**config.mk**
```make
export PLATFORM = sky130hd
export DESIGN_NAME = rvv_backend_div_rs
export DESIGN_NICKNAME = d
export VERILOG_FILES = /design/src/rtl/rvv_backend_div_rs_pkg.sv /design/src/rtl/rvv_backend_div_rs.sv
export SDC_FILE = /design/constraint.sdc
export NUM_CORES = 2
export LEC_CHECK = 0
export CORE_ASPECT_RATIO = 1.1
export CORE_MARGIN = 2
export CORE_UTILIZATION = 45
export CTS_CLUSTER_DIAMETER = 40
export DETAILED_ROUTE_END_ITERATION = 6
export PLACE_DENSITY_LB_ADDON = 0.12
export REMOVE_ABC_BUFFERS = 1
export SETUP_SLACK_MARGIN = 0.05
export SYNTH_ARGS = -nofsm -noshare
export SYNTH_HDL_FRONTEND = slang
export SYNTH_SLANG_ARGS = --single-unit
export TNS_END_PERCENT = 20
```
**constraint.sdc**
```tcl
create_clock -name clk -period 8.1 [get_ports clk]
set_input_delay 2.43 -clock clk [delete_from_list [all_inputs] [get_ports clk]]
set_output_delay 2.43 -clock clk [all_outputs]
set_load 0.02 [all_outputs]
```
**src/rtl/rvv_backend_div_rs_pkg.sv**
```systemverilog
// Shared types and helpers for the vector divide reservation station.
// The prefix-count helper is reused by the other RS FIFOs.
package rvv_backend_div_rs_pkg;

  localparam int NUM_DIV      = 2;
  localparam int DIV_RS_DEPTH = 8;
  localparam int RS_MAX_PORTS = 8;

  typedef struct packed {
    logic [3:0]  uop_index;
    logic [4:0]  vd_addr;
    logic [31:0] src1;
    logic [31:0] src2;
  } DIV_RS_t;

  // Length of the run of ones starting at bit 0. For a legal in-order
  // valid vector this equals its popcount.
  function automatic int unsigned rs_prefix_count(input logic [RS_MAX_PORTS-1:0] vld);
    int unsigned n;
    logic        run;
    n   = 0;
    run = 1'b1;
    for (int i = 0; i < RS_MAX_PORTS; i++) begin
      run = run & vld[i];
      if (run) n++;
    end
    return n;
  endfunction

endpackage

```
**src/rtl/rvv_backend_div_rs.sv**
```systemverilog
// Reservation-station FIFO between dispatch and the vector divide unit.
// Multi-port in-order push/pop; all status flags come from the registered count.
module rvv_backend_div_rs
  import rvv_backend_div_rs_pkg::*;
#(
  parameter int DEPTH     = DIV_RS_DEPTH,
  parameter int PUSH_NUM  = 2,
  parameter int POP_NUM   = NUM_DIV,
  parameter bit ASSERT_EN = 1'b1
) (
  input  logic                         clk,
  input  logic                         rst_n,
  input  logic                         trap_flush_rvv,
  input  logic [PUSH_NUM-1:0]          push,
  input  DIV_RS_t [PUSH_NUM-1:0]       push_data,
  output logic                         fifo_full,
  output logic [PUSH_NUM-1:1]          fifo_almost_full,
  input  logic [POP_NUM-1:0]           pop,
  output DIV_RS_t [POP_NUM-1:0]        pop_data,
  output logic                         fifo_empty,
  output logic [POP_NUM-1:1]           fifo_almost_empty,
  output logic [$clog2(DEPTH):0]       remain
);

  localparam int PW = $clog2(DEPTH);
  localparam int CW = PW + 1;

  logic [PW-1:0] r_wrPtr;
  logic [PW-1:0] r_rdPtr;
  logic [CW-1:0] r_count;
  DIV_RS_t       r_mem [DEPTH];

  logic [CW-1:0] w_free;
  logic [CW-1:0] w_pushReq;
  logic [CW-1:0] w_popReq;
  logic [CW-1:0] w_npush;
  logic [CW-1:0] w_npop;

  // Requests beyond the free space or the occupancy are silently trimmed.
  always_comb begin
    w_free    = CW'(DEPTH) - r_count;
    w_pushReq = CW'(rs_prefix_count(RS_MAX_PORTS'(push)));
    w_popReq  = CW'(rs_prefix_count(RS_MAX_PORTS'(pop)));
    w_npush   = (w_pushReq > w_free) ? w_free : w_pushReq;
    w_npop    = (w_popReq > r_count) ? r_count : w_popReq;
  end

  always_ff @(posedge clk or negedge rst_n) begin
    if (!rst_n) begin
      r_wrPtr <= '0;
      r_rdPtr <= '0;
      r_count <= '0;
    end else if (trap_flush_rvv) begin
      r_wrPtr <= '0;
      r_rdPtr <= '0;
      r_count <= '0;
    end else begin
      r_wrPtr <= r_wrPtr + PW'(w_npush);
      r_rdPtr <= r_rdPtr + PW'(w_npop);
      r_count <= r_count + w_npush - w_npop;
    end
  end

  always_ff @(posedge clk or negedge rst_n) begin
    if (!rst_n) begin
      for (int i = 0; i < DEPTH; i++) r_mem[i] <= '0;
    end else if (!trap_flush_rvv) begin
      for (int i = 0; i < PUSH_NUM; i++) begin
        if (CW'(i) < w_npush) r_mem[r_wrPtr + PW'(i)] <= push_data[i];
      end
    end
  end

  assign fifo_full  = (r_count == CW'(DEPTH));
  assign fifo_empty = (r_count == '0);
  assign remain     = r_count;

  for (genvar i = 1; i < PUSH_NUM; i++) begin : g_almostFull
    assign fifo_almost_full[i] = (w_free <= CW'(i));
  end

  for (genvar i = 1; i < POP_NUM; i++) begin : g_almostEmpty
    assign fifo_almost_empty[i] = (r_count <= CW'(i));
  end

  for (genvar i = 0; i < POP_NUM; i++) begin : g_popData
    assign pop_data[i] = r_mem[r_rdPtr + PW'(i)];
  end

  // Legality of dispatch and divide-stage requests.
  for (genvar i = 0; i < PUSH_NUM; i++) begin : g_pushSva
    a_pushRoom: assert property (@(posedge clk) disable iff (!rst_n || !ASSERT_EN)
      push[i] |-> (w_free > CW'(i)));
    if (i > 0) begin : g_prefix
      a_pushPrefix: assert property (@(posedge clk) disable iff (!rst_n || !ASSERT_EN)
        push[i] |-> push[i-1]);
    end
  end

  for (genvar i = 0; i < POP_NUM; i++) begin : g_popSva
    a_popAvail: assert property (@(posedge clk) disable iff (!rst_n || !ASSERT_EN)
      pop[i] |-> (r_count > CW'(i)));
    if (i > 0) begin : g_prefix
      a_popPrefix: assert property (@(posedge clk) disable iff (!rst_n || !ASSERT_EN)
        pop[i] |-> pop[i-1]);
    end
  end

endmodule

```
Word-level counts from Yosys, hierarchy flattened:

Index checks and enable logic that the tools add are counted.

* $mul: 0
* bitwise operators: 6
* muxes and demuxes: 24
* div/mod/pow operators: 0
* shift-type cells: 0
* $lt $le $gt $ge: 12
* add/sub/neg operators: 9
* equal/unequal tests: 1
* reductions and logical operators: 3

Operators by type and width (number)
* 584-bit two-way mux: 3
* 584-bit bitwise mux: 2
* 73-bit binary-select mux with 3-bit select: 2
* 73-bit demux with 3-bit select: 2
* 73-bit two-way mux: 6
* 4-bit >= comparator, second input constant: 4
* 4-bit two-way mux: 4
* 3-bit inverter with 4-bit output: 4
* 4-bit by 1-bit less-or-equal comparator with 1-bit output, second input constant: 2
* 1-bit by 4-bit < comparator with 1-bit output, first input constant: 2
* 4-bit by 1-bit < comparator with 1-bit output, second input constant: 2
* 3-bit by 1-bit adder with 3-bit output, second input constant: 2
* 3-bit adder: 2
* 3-bit two-way mux: 2
* 1-bit by 1-bit adder with 2-bit output, second input constant: 2
* 4-bit adder: 1
* 4-bit equality test, second input constant: 1
* 2-bit by 4-bit greater-than comparator with 1-bit output: 1
* 4-bit greater-than comparator: 1
* 4-bit logical NOT: 1
* 4-bit subtractor: 1
* 4-bit subtractor, first input constant: 1
* 1-bit AND: 2
* 1-bit logical AND: 2
* other kinds (2): 3

* memories: 0
* register bits after elaboration: 594
* input bits: 153
* ROM bits: 0
* bits in writable memories: 0
* word-level logic and storage cells: 90
* latch bits: 0
* output and inout bits: 154

Depth between registers and ports, before layout:

* word-level depth: 10
* gate-level depth with buffers: 17

Worst setup path before layout:

Ideal clock, no wire load.

* path kind: input to register
* start: input port push[0]
* end: register r_count[3], in the netlist remain[3]
* path buffers: 1
* arrival: 4.910 ns
* setup time: 0.132 ns
* path slack: 3.058 ns
* stages: 16
* cells stage by stage: nand2_1 inv_1 ha_1 nor2b_1 o211ai_1 nor2_1 buf_2 nand2_1 o21a_1 inv_1 fa_1 ha_1 a21o_1 a21oi_1 xnor2_1 nor2_1

* cells in the longest elaborated chain, start to end: 8
* elaborated cells between the ends (all ways): 9
* classes of those cells: 3 x add/sub; 1 x order compare; 4 x mux; 1 x bitwise

Ends and longest elaborated chain
* start: declaration: RTL line rvv_backend_div_rs.sv:14 `input logic [PUSH_NUM-1:0] push,`
* 1-bit two-way mux: RTL line rvv_backend_div_rs_pkg.sv:25 `if (run) n++;`
* 1-bit by 1-bit adder with 2-bit output: RTL line rvv_backend_div_rs_pkg.sv:25
* 2-bit two-way mux (*): RTL line rvv_backend_div_rs_pkg.sv:25
* 2-bit by 4-bit greater-than comparator with 1-bit output: RTL line rvv_backend_div_rs.sv:44 `w_npush = (w_pushReq > w_free) ? w_free : w_pushReq;`
* 4-bit two-way mux (*): RTL line rvv_backend_div_rs.sv:44
* 4-bit adder (*): RTL line rvv_backend_div_rs.sv:60 `r_count <= r_count + w_npush - w_npop;`
* 4-bit subtractor (*): RTL line rvv_backend_div_rs.sv:60
* 4-bit two-way mux (*): RTL line rvv_backend_div_rs.sv:53 `end else if (trap_flush_rvv) begin`
* end signal: assignment: RTL line rvv_backend_div_rs.sv:60
* end: declaration: RTL line rvv_backend_div_rs.sv:30 `logic [CW-1:0] r_count;`

Mark *: on every way between the ends. The rest lies on a longest branch, timed or not.
A chain may end at the register's enable or synchronous reset.

==> metrics <==
status complete, no violations; DR pass1 iterations 6; CTS resizes 0; ANT nets after route 0; most common cell after layout, fill and taps aside o22a_1; Max Clk Rate about 0.15 GHz; initial antenna violation count 15; All-Layer GR Usage 31.9%; later-pin clock latency in the skew report 0.67 ns; gpl congestion about 0.81; Slew @ Worst Pin roughly 1.2 ns; Crit. path cell count 5; final period utilization between 80% and 90%; Yosys top cell by area dfrtp_1; post-synthesis sequential area ratio 40.5%; Vias 29400; R2R depth 12; utilization after layout a little over half; top cells by area, synth dfrtp_1 (41%), o22a_1 (28%), mux4_2 (18%); Peak VDD IR 383 uV; clk sinks 594; DIE AREA 83800 sq um; Worst Path Arrival between 4 and 5 ns; Clk pin slew, worst setup/hold paths approximately 0.050 ns; Post-Syn Instances about 2800; clk buf depth 3; Hold Vio Cnt, Final 0; Area growth, synth to finish 19.2%; setup repair after global routing missed its margin no; Max-slew headroom around a fifth; Die Span X approximately 280 um; FILL cells around 6700; Ys Warns 0; crit-path max cell delay 1.01 ns; total grt overflow 0; vias in the first global route 30800; Mapped Area 36700 sq um; Final min period 6.65 ns; core area a little over 80000 sq um; clk root buf clkbuf_16; crit end category output port; Yosys cell types 42; Initial Util a little under half; CP cell instances ha_4 > buf_4 > mux4_2 > mux2_2 > clkdlybuf4s50_1; Hold Path Class register to register; Reg2Reg Launch Point remain[0]; CTS tree done; DRC 0; H-tree levels 3; Power Dens Cells around 500 nW/um^2; final setup fails 0; FF/Latch Area roughly 15000 sq um; kind of cell adding the most delay to the critical path buffers and inverters; Post-CTS Setup Repair Bufs 0; Hold Path Origin r_mem[509]; drt wl/cell ~34 um; syn_area_per_cell roughly 13 sq um; largest net degree at the start of global routing around 170; FF+latch count, synth about 590; DP Worst Slack roughly 1.5 ns; Async SR Flop Fraction 100%; max cap viols 0; total clock buffers created by CTS 109; Setup WS post-layout approximately 1.5 ns; boundary pin count around 300; Worst Setup SP r_rdPtr[0]; final hold slack between 0.5 and 0.6 ns; Detailed Place HPWL approximately 73000 um; Std-Cell Rows between 100 and 150; Worst setup SP type register; data required time of the worst path 5.67 ns; global-route wire length before repair 201000 um; Crit path buffers/inverters 2; Setup Skew between 0.01 and 0.015 ns; DRT iter0 DRCs 2862; Leak Pwr roughly 15 nW; top cell type's share of synthesized area 40.5%; most frequent cells in the layout o22a_1 (1168), dfrtp_1 (591), clkdlybuf4s50_1 (304); net count reported at finish around 3000; Post-Route WL approximately 140000 um; Most used DFF post-synth dfrtp_1; # hold bufs at CTS 0; area of the multi-input gates 19800 sq um; setup tns final 0 ns; Vias/cell ~7.4; worst hold stages 1; DIE HEIGHT a little over 300 um; Worst path slowest cell dfrtp_4; # port buffers approximately 310; Crit Path Max Fanout between 40 and 50; Crit Path Class register to output port; Max Slew Vio Count 0; EDFF count, synth 0; share of cells above drive strength 1 around a quarter
==> cells by family after synthesis <==
family | Yosys count | share of synthesized area [%]
adder cells (fa/ha/maj) | 20 | 0.765
other | 1 | 0.0102
flip-flops | 594 | 40.5
multiplexers | 441 | 22.5
AO/OA/AOI/OAI | 1213 | 28.9
AND/OR/NAND/NOR | 58 | 0.816
XOR/XNOR | 11 | 0.263
buffers and inverters | 499 | 6.23
==> worst paths after layout <==
path	end	slack, ns
max	pop_data[144]	1.45
max reg2reg	r_mem[197]	3.38
min reg2reg	r_mem[509]	0.52
min in group asynchronous	r_mem[480]	1.74
min	r_mem[509]	0.52
max in group asynchronous	r_rdPtr[2]	4.91
==> stage by stage <==
step	total power [mW]	instance area [sq um]	cells
2_1_floorplan	13.4	34400	2351
3_3_place_gp	16.8	39700	3783
3_5_place_dp	17.1	39700	3783
4_1_cts	22.0	43700	3987
5_1_grt	22.9	43700	3993
6_report	22.0	43700	3995
==> power by group <==
| group | internal [mW] | switching, mW | total [mW] |
|---|---|---|---|
| logic | 6.10 | 5.36 | 11.5 |
| clock network | 3.23 | 1.67 | 4.89 |
| registers | 4.38 | 1.26 | 5.65 |
| total | 13.7 | 8.29 | 22.0 |
==> flip-flops by register name, summed over array words and instances (netlist names) <==
name and cells:
r_mem 584, remain 4, r_rdPtr 3, r_wrPtr 3
==> cells in the mapped netlist, types with 2 or more instances <==
library cell and instances:
fa_1 4, a21oi_2 5, xor2_1 5, nor2_1 15, buf_2 162, o21ai_0 2, nand2_1 13, dfrtp_1 594
clkbuf_1 267, xnor2_1 6, nand2b_1 5, a2111oi_0 3, mux4_2 292, nand3_1 5, mux2_2 148, inv_1 13
buf_4 9, a211oi_1 4, buf_1 25, a41oi_1 6, a21oi_1 15, o22a_1 1168, nand4_1 3, buf_6 23
nor2b_1 10, a21oi_4 3, o21a_1 2, ha_1 16
==> routing by layer <==
| metal | vias to the layer above | GRT usage, % | wire length [um] |
|---|---|---|---|
| met5 | - | 0 | 100 |
| met4 | 16 | 14.7 | 5690 |
| met3 | 370 | 7.10 | 11400 |
| met2 | 1643 | 51.8 | 64700 |
| met1 | 15700 | 41.1 | 53800 |
| li1 | 11700 | - | - |
==> area by class of cell <==
type                            instances  area share (%)
Antenna cell                            8          0.0458
Timing Repair Buffer                  378            8.47
Inverter                               13           0.112
Sequential cell                       594            34.0
Multi-Input combinational cell       1744            45.3
Clock buffer                          135            6.93
Tap cell                             1054            3.02
Clock inverter                         69            2.09
No activity file was read; power rests on OpenSTA's default activity.
